$ cat src/rtl/counter_seq_ctrl_pkg.sv
// Shared types and constants for the counter sequencing controller.
package counter_seq_pkg;

    typedef enum logic [1:0] {
        IDLE = 2'd0,
        RUN  = 2'd1,
        HOLD = 2'd2
    } state_t;

    localparam logic DIR_UP   = 1'b0;
    localparam logic DIR_DOWN = 1'b1;

endpackage

$ cat src/rtl/counter_seq_ctrl_step.sv
// Loadable modulo-2^N up/down counter register; load has priority over enable.
module counter_step
    import counter_seq_pkg::*;
#(
    parameter int N = 3
) (
    input  logic         clk,
    input  logic         reset,
    input  logic         load,
    input  logic [N-1:0] load_val,
    input  logic         en,
    input  logic         dir,
    output logic [N-1:0] q
);

    localparam logic [N-1:0] ONE = {{(N-1){1'b0}}, 1'b1};

    logic [N-1:0] q_d;
    logic [N-1:0] q_q;

    // NOTE: q_d gets a default before any branch so no path leaves it unassigned (no latch).
    always_comb begin
        q_d = q_q;
        if (load) begin
            q_d = load_val;
        end else if (en) begin
            q_d = (dir == DIR_DOWN) ? q_q - ONE : q_q + ONE;
        end
    end

    // NOTE: state is updated with non-blocking assignments so every flop samples pre-edge values.
    always_ff @(posedge clk) begin
        if (reset) begin
            q_q <= '0;
        end else begin
            q_q <= q_d;
        end
    end

    assign q = q_q;

endmodule

$ cat src/rtl/counter_seq_ctrl.sv
// Sequencing controller for an up/down counter: start/stop/pause, optional auto-reload.
// Define CNT_PINGPONG_EN (with AUTO_RELOAD=1) to bounce between start and end values.
module counter_seq_ctrl
    import counter_seq_pkg::*;
#(
    parameter int N           = 3,
    parameter int AUTO_RELOAD = 0
) (
    input  logic         clk,
    input  logic         reset,
    input  logic         start,
    input  logic         stop,
    input  logic         pause,
    input  logic         dir,
    input  logic [N-1:0] start_val,
    input  logic [N-1:0] end_val,
    output logic [N-1:0] out,
    output logic         busy,
    output logic         done
);

    state_t       state_q, state_d;
    logic [N-1:0] start_q, start_d;
    logic [N-1:0] end_q, end_d;
    logic         dir_q, dir_d;
    logic         busy_q, busy_d;
    logic         done_q, done_d;

    logic         cnt_load;
    logic [N-1:0] cnt_load_val;
    logic         cnt_en;
    logic         cnt_dir;
    logic [N-1:0] cnt;
    logic         at_end;

    assign at_end = (cnt == end_q);

    counter_step #(.N(N)) u_step (
        .clk      (clk),
        .reset    (reset),
        .load     (cnt_load),
        .load_val (cnt_load_val),
        .en       (cnt_en),
        .dir      (cnt_dir),
        .q        (cnt)
    );

    always_ff @(posedge clk) begin
        if (reset) begin
            state_q <= IDLE;
            start_q <= '0;
            end_q   <= '0;
            dir_q   <= DIR_UP;
            busy_q  <= 1'b0;
            done_q  <= 1'b0;
        end else begin
            state_q <= state_d;
            start_q <= start_d;
            end_q   <= end_d;
            dir_q   <= dir_d;
            busy_q  <= busy_d;
            done_q  <= done_d;
        end
    end

    // Priority in RUN: stop > terminal > pause > count.
    always_comb begin
        state_d = state_q;
        case (state_q)
            IDLE: if (start && !stop) state_d = RUN;
            RUN: begin
                if (stop) begin
                    state_d = IDLE;
                end else if (at_end) begin
                    if (AUTO_RELOAD == 0) state_d = IDLE;
                end else if (pause) begin
                    state_d = HOLD;
                end
            end
            HOLD: begin
                if (stop) state_d = IDLE;
                else if (!pause) state_d = RUN;
            end
            default: state_d = IDLE;
        endcase
    end

    always_comb begin
        start_d      = start_q;
        end_d        = end_q;
        dir_d        = dir_q;
        done_d       = 1'b0;
        cnt_load     = 1'b0;
        cnt_load_val = start_q;
        cnt_en       = 1'b0;
        cnt_dir      = dir_q;
        busy_d       = (state_d != IDLE);
        case (state_q)
            IDLE: begin
                if (start && !stop) begin
                    start_d      = start_val;
                    end_d        = end_val;
                    dir_d        = dir;
                    cnt_load     = 1'b1;
                    cnt_load_val = start_val;
                end
            end
            RUN: begin
                if (!stop) begin
                    if (at_end) begin
                        done_d = 1'b1;
                        if (AUTO_RELOAD != 0) begin
`ifdef CNT_PINGPONG_EN
                            start_d = end_q;
                            end_d   = start_q;
                            dir_d   = ~dir_q;
                            cnt_dir = ~dir_q;
                            cnt_en  = (start_q != end_q);
`else
                            cnt_load = 1'b1;
`endif
                        end
                    end else if (!pause) begin
                        cnt_en = 1'b1;
                    end
                end
            end
            // Releasing pause counts on the same edge, so HOLD adds exactly one cycle per paused cycle.
            HOLD: if (!stop && !pause) cnt_en = 1'b1;
            default: ;
        endcase
    end

    assign out  = cnt;
    assign busy = busy_q;
    assign done = done_q;

endmodule

$ cat config.mk
export PLATFORM = sky130hd
export DESIGN_NAME = counter_seq_ctrl
export DESIGN_NICKNAME = d
export VERILOG_FILES = /design/src/rtl/counter_seq_ctrl_pkg.sv /design/src/rtl/counter_seq_ctrl_step.sv /design/src/rtl/counter_seq_ctrl.sv
export SDC_FILE = /design/constraint.sdc
export NUM_CORES = 1
export LEC_CHECK = 0
export BUFFER_PORTS_ARGS = -buffer_cell sky130_fd_sc_hd__buf_2
export CAP_MARGIN = 5
export CORE_AREA = 2 2 39 41
export DETAILED_ROUTE_END_ITERATION = 7
export DIE_AREA = 0 0 41 43
export GPL_TIMING_DRIVEN = 0
export MAX_ROUTING_LAYER = met4
export PLACE_DENSITY_LB_ADDON = 0.05
export REMOVE_ABC_BUFFERS = 1
export SYNTH_ARGS = -nofsm -noshare
export SYNTH_HDL_FRONTEND = slang
export SYNTH_SLANG_ARGS = --single-unit
$ cat constraint.sdc
create_clock -name clk -period 3.95 [get_ports clk]
set_input_delay 1.185 -clock clk [delete_from_list [all_inputs] [get_ports clk]]
set_output_delay 1.185 -clock clk [all_outputs]
set_load 0.005 [all_outputs]
==> flow_summary.yaml <==
run_status:
  status: "complete, no violations"
worst_setup_path:
  path_class: "in -> reg"
  crit_arrival_ns: 2.55
  cp-start-kind: "primary input"
  cp_max_fo: 5
  required_ns: 4.14
  endpoint_kind: "flop"
floorplan:
  rows: 14
  initial_core_util: 0.472
  dieArea_um2: 1760
  pin_count: 17
  chipHeight_um: 43
  die-width_um: 41
  core_area_um2: 1380
global_route:
  grt_pass1_vias: 584
  overflow: 0
  track_usage: 0.194
  grt_max_degree: 12
  grt_pass1_wl_um: 2320
  grt_antenna_before_repair: 0
power:
  internal_power_mw: 0.179
  p_sw_mw: 0.0724
  swShare: 0.287
  cellPowerDensity_nw_per_um2: 328
  leakage_nw: 0.311
  power_frac_seq: 0.488
  peakVddDrop_mv: 0.182
  combPwrFrac: 0.199
  pwr-share-clk: 0.313
cts:
  clock_sinks: 11
  cts_setup_buffers: 0
  worstSkewPairLatency_ns: 0.27
  cts_buffers: 3
  cts.path.max_buffers: 2
  cts_resized: 0
  ctsHoldBuffers: 0
  cts_root_buffer: "clkbuf_4"
  clkTransAtPathRegs_ns: 0.07
  htreeDepth: 1
  cts_tree: "yes"
finish:
  diodes: 0
  final-seq-area_um2: 220
  num-nets-final: 114
  multi_input_area_um2: 395
  syn_to_final_growth_pct: 17.6
  fillers: 141
  postLayoutCellArea_um2: 768
  stdcell_count: 112
  drive_gt1_frac: 0.219
  postLayoutCoreUtil: 0.555
detailed_routing:
  drt_iter0_drc: 8
  drc: 0
  wl_per_cell_um: 11.8
  viasPerCell: 5.36
  drt_wl_total_um: 1320
  via_count: 600
  firstDrtPassIters: 4
  detail-route-antenna-nets: 0
synth:
  ys_ff_latch: 11
  yosysWarnings: 0
  yosysTopAreaCell: "dfxtp_1"
  syn_avg_cell_area_um2: 8.27
  synth_edf_count: 0
  yosysSeqAreaShare: 0.337
  synth_top_area_frac: 0.337
  synth.distinct_cells: 32
  syn_inst: 79
  postSynth.asyncResetShare: 0
  synth_area_leaders: "dfxtp_1, ha_1, nand2_1"
  syn_area_um2: 653
  synth_ff_type: "dfxtp_1"
run:
  max_cap_viol_count: 0
placed_design:
  portBuffers: 16
  place_inst: 108
  dp_hpwl_um: 1040
  post-place-ws_ns: 1.29
  placed_cell_area_um2: 742
  gp_congestion: 0.716
timing:
  setup_viol: 0
  drv_slew: 0
  skew_ns: 0.00281
  rsz0062_at_grt: "false"
  tightestPinTransition_ns: 0.441
  setup_ws_ns: 1.59
  period_share: 0.597
  finalSetupTns_ns: 0
  fmax_mhz: 424
  min_period_ns: 2.36
  hold_violations: 0
  maxSlewHeadroom: 0.703
worst_hold_path:
  hp-class: "reg -> reg"
area by class of cell:
| cell class | count | area share |
|---|---|---|
| Multi-Input combinational cell | 58 | 0.515 |
| Sequential cell | 11 | 0.287 |
| Clock buffer | 4 | 0.0342 |
| Tap cell | 16 | 0.0261 |
| Inverter | 7 | 0.0342 |
| Timing Repair Buffer | 16 | 0.104 |
power groups by stage:
stage                     clock network [mW]  logic (mW)  registers [mW]
final                                 0.0788      0.0502           0.123
after global routing                  0.0843      0.0572           0.124
after CTS                             0.0804      0.0506           0.123
after detailed placement                   0      0.0503           0.126
after global placement                     0      0.0496           0.126
after floorplan                            0      0.0329           0.125
worst paths after layout:
| check | start | end | slack, ns | cells past startpoint |
|---|---|---|---|---|
| min reg2reg | end_q[0] | end_q[0] | 0.47 | 2 |
| min | end_q[0] | end_q[0] | 0.47 | 2 |
| max reg2reg | state_q[0] | u_step.q[2] | 1.83 | 6 |
| max | stop | u_step.q[2] | 1.59 | 5 |
synthesized netlist by cell type (2+ instances only):
cell,count
clkbuf_1,3
inv_1,7
nand3_1,2
a21oi_1,4
a311oi_1,3
nor2b_1,2
xnor2_1,3
a31oi_1,2
dfxtp_1,11
nand2_1,11
nor2_1,5
nand2b_1,2
o21ai_0,2
ha_1,4
cells in the final DEF (no fill, tap or decap), drive strengths merged:
cell and instances:
nor3 1, nand3b 1, a21boi 1, inv 7, and4b 1, o21ai 2
or3 2, nor2b 2, nor2 5, nand2 11, a311oi 3, or4 1
xor2 1, nand2b 2, o21a 1, ha 4, xnor2 3, buf 16
o31ai 1, a31oi 2, nand3 2, nor3b 1, o31a 1, clkbuf 4
dfxtp 11, a21oi 4, o211ai 1, fa 1, o221ai 1, o2111ai 1
and2 1, o2bb2ai 1
registers in the layout (all words and copies together), names as in the netlist:
signal    flops
busy          1
cnt_dir       1
done          1
end_q         3
state_q       2
u_step.q      3
cells by family (layout without fill, tap and decap cells):
group                    Yosys count  count (layout)  synth area share
AND/OR/NAND/NOR                   30              30             0.239
AO/OA/AOI/OAI                     19              19             0.205
flip-flops                        11              11             0.337
buffers and inverters             10              27            0.0575
adder cells (fa/ha/maj)            5               5             0.107
XOR/XNOR                           4               4            0.0536
worst max-delay path: stages:
cell	delay, ns
buf_2	0.12
nor3b_1	0.25
o21ai_0	0.24
or4_1	0.50
a311oi_1	0.25
per-layer routing:
layer | track usage | vias to the layer above | part of all wire
li1 | - | 308 | -
met1 | 0.248 | 275 | 0.46
met2 | 0.294 | 14 | 0.49
met3 | 0.0471 | 3 | 0.039
met4 | 0.0600 | 0 | 0.011
met5 | - | - | 0
per-stage QoR:
step | hold slack [ns] | total power, mW
after floorplan | 0.443 | 0.158
after global placement | 0.465 | 0.175
after detailed placement | 0.466 | 0.176
after CTS | 0.476 | 0.254
after global routing | 0.505 | 0.266
final | 0.475 | 0.252
Power figures use the tool's default switching activity.
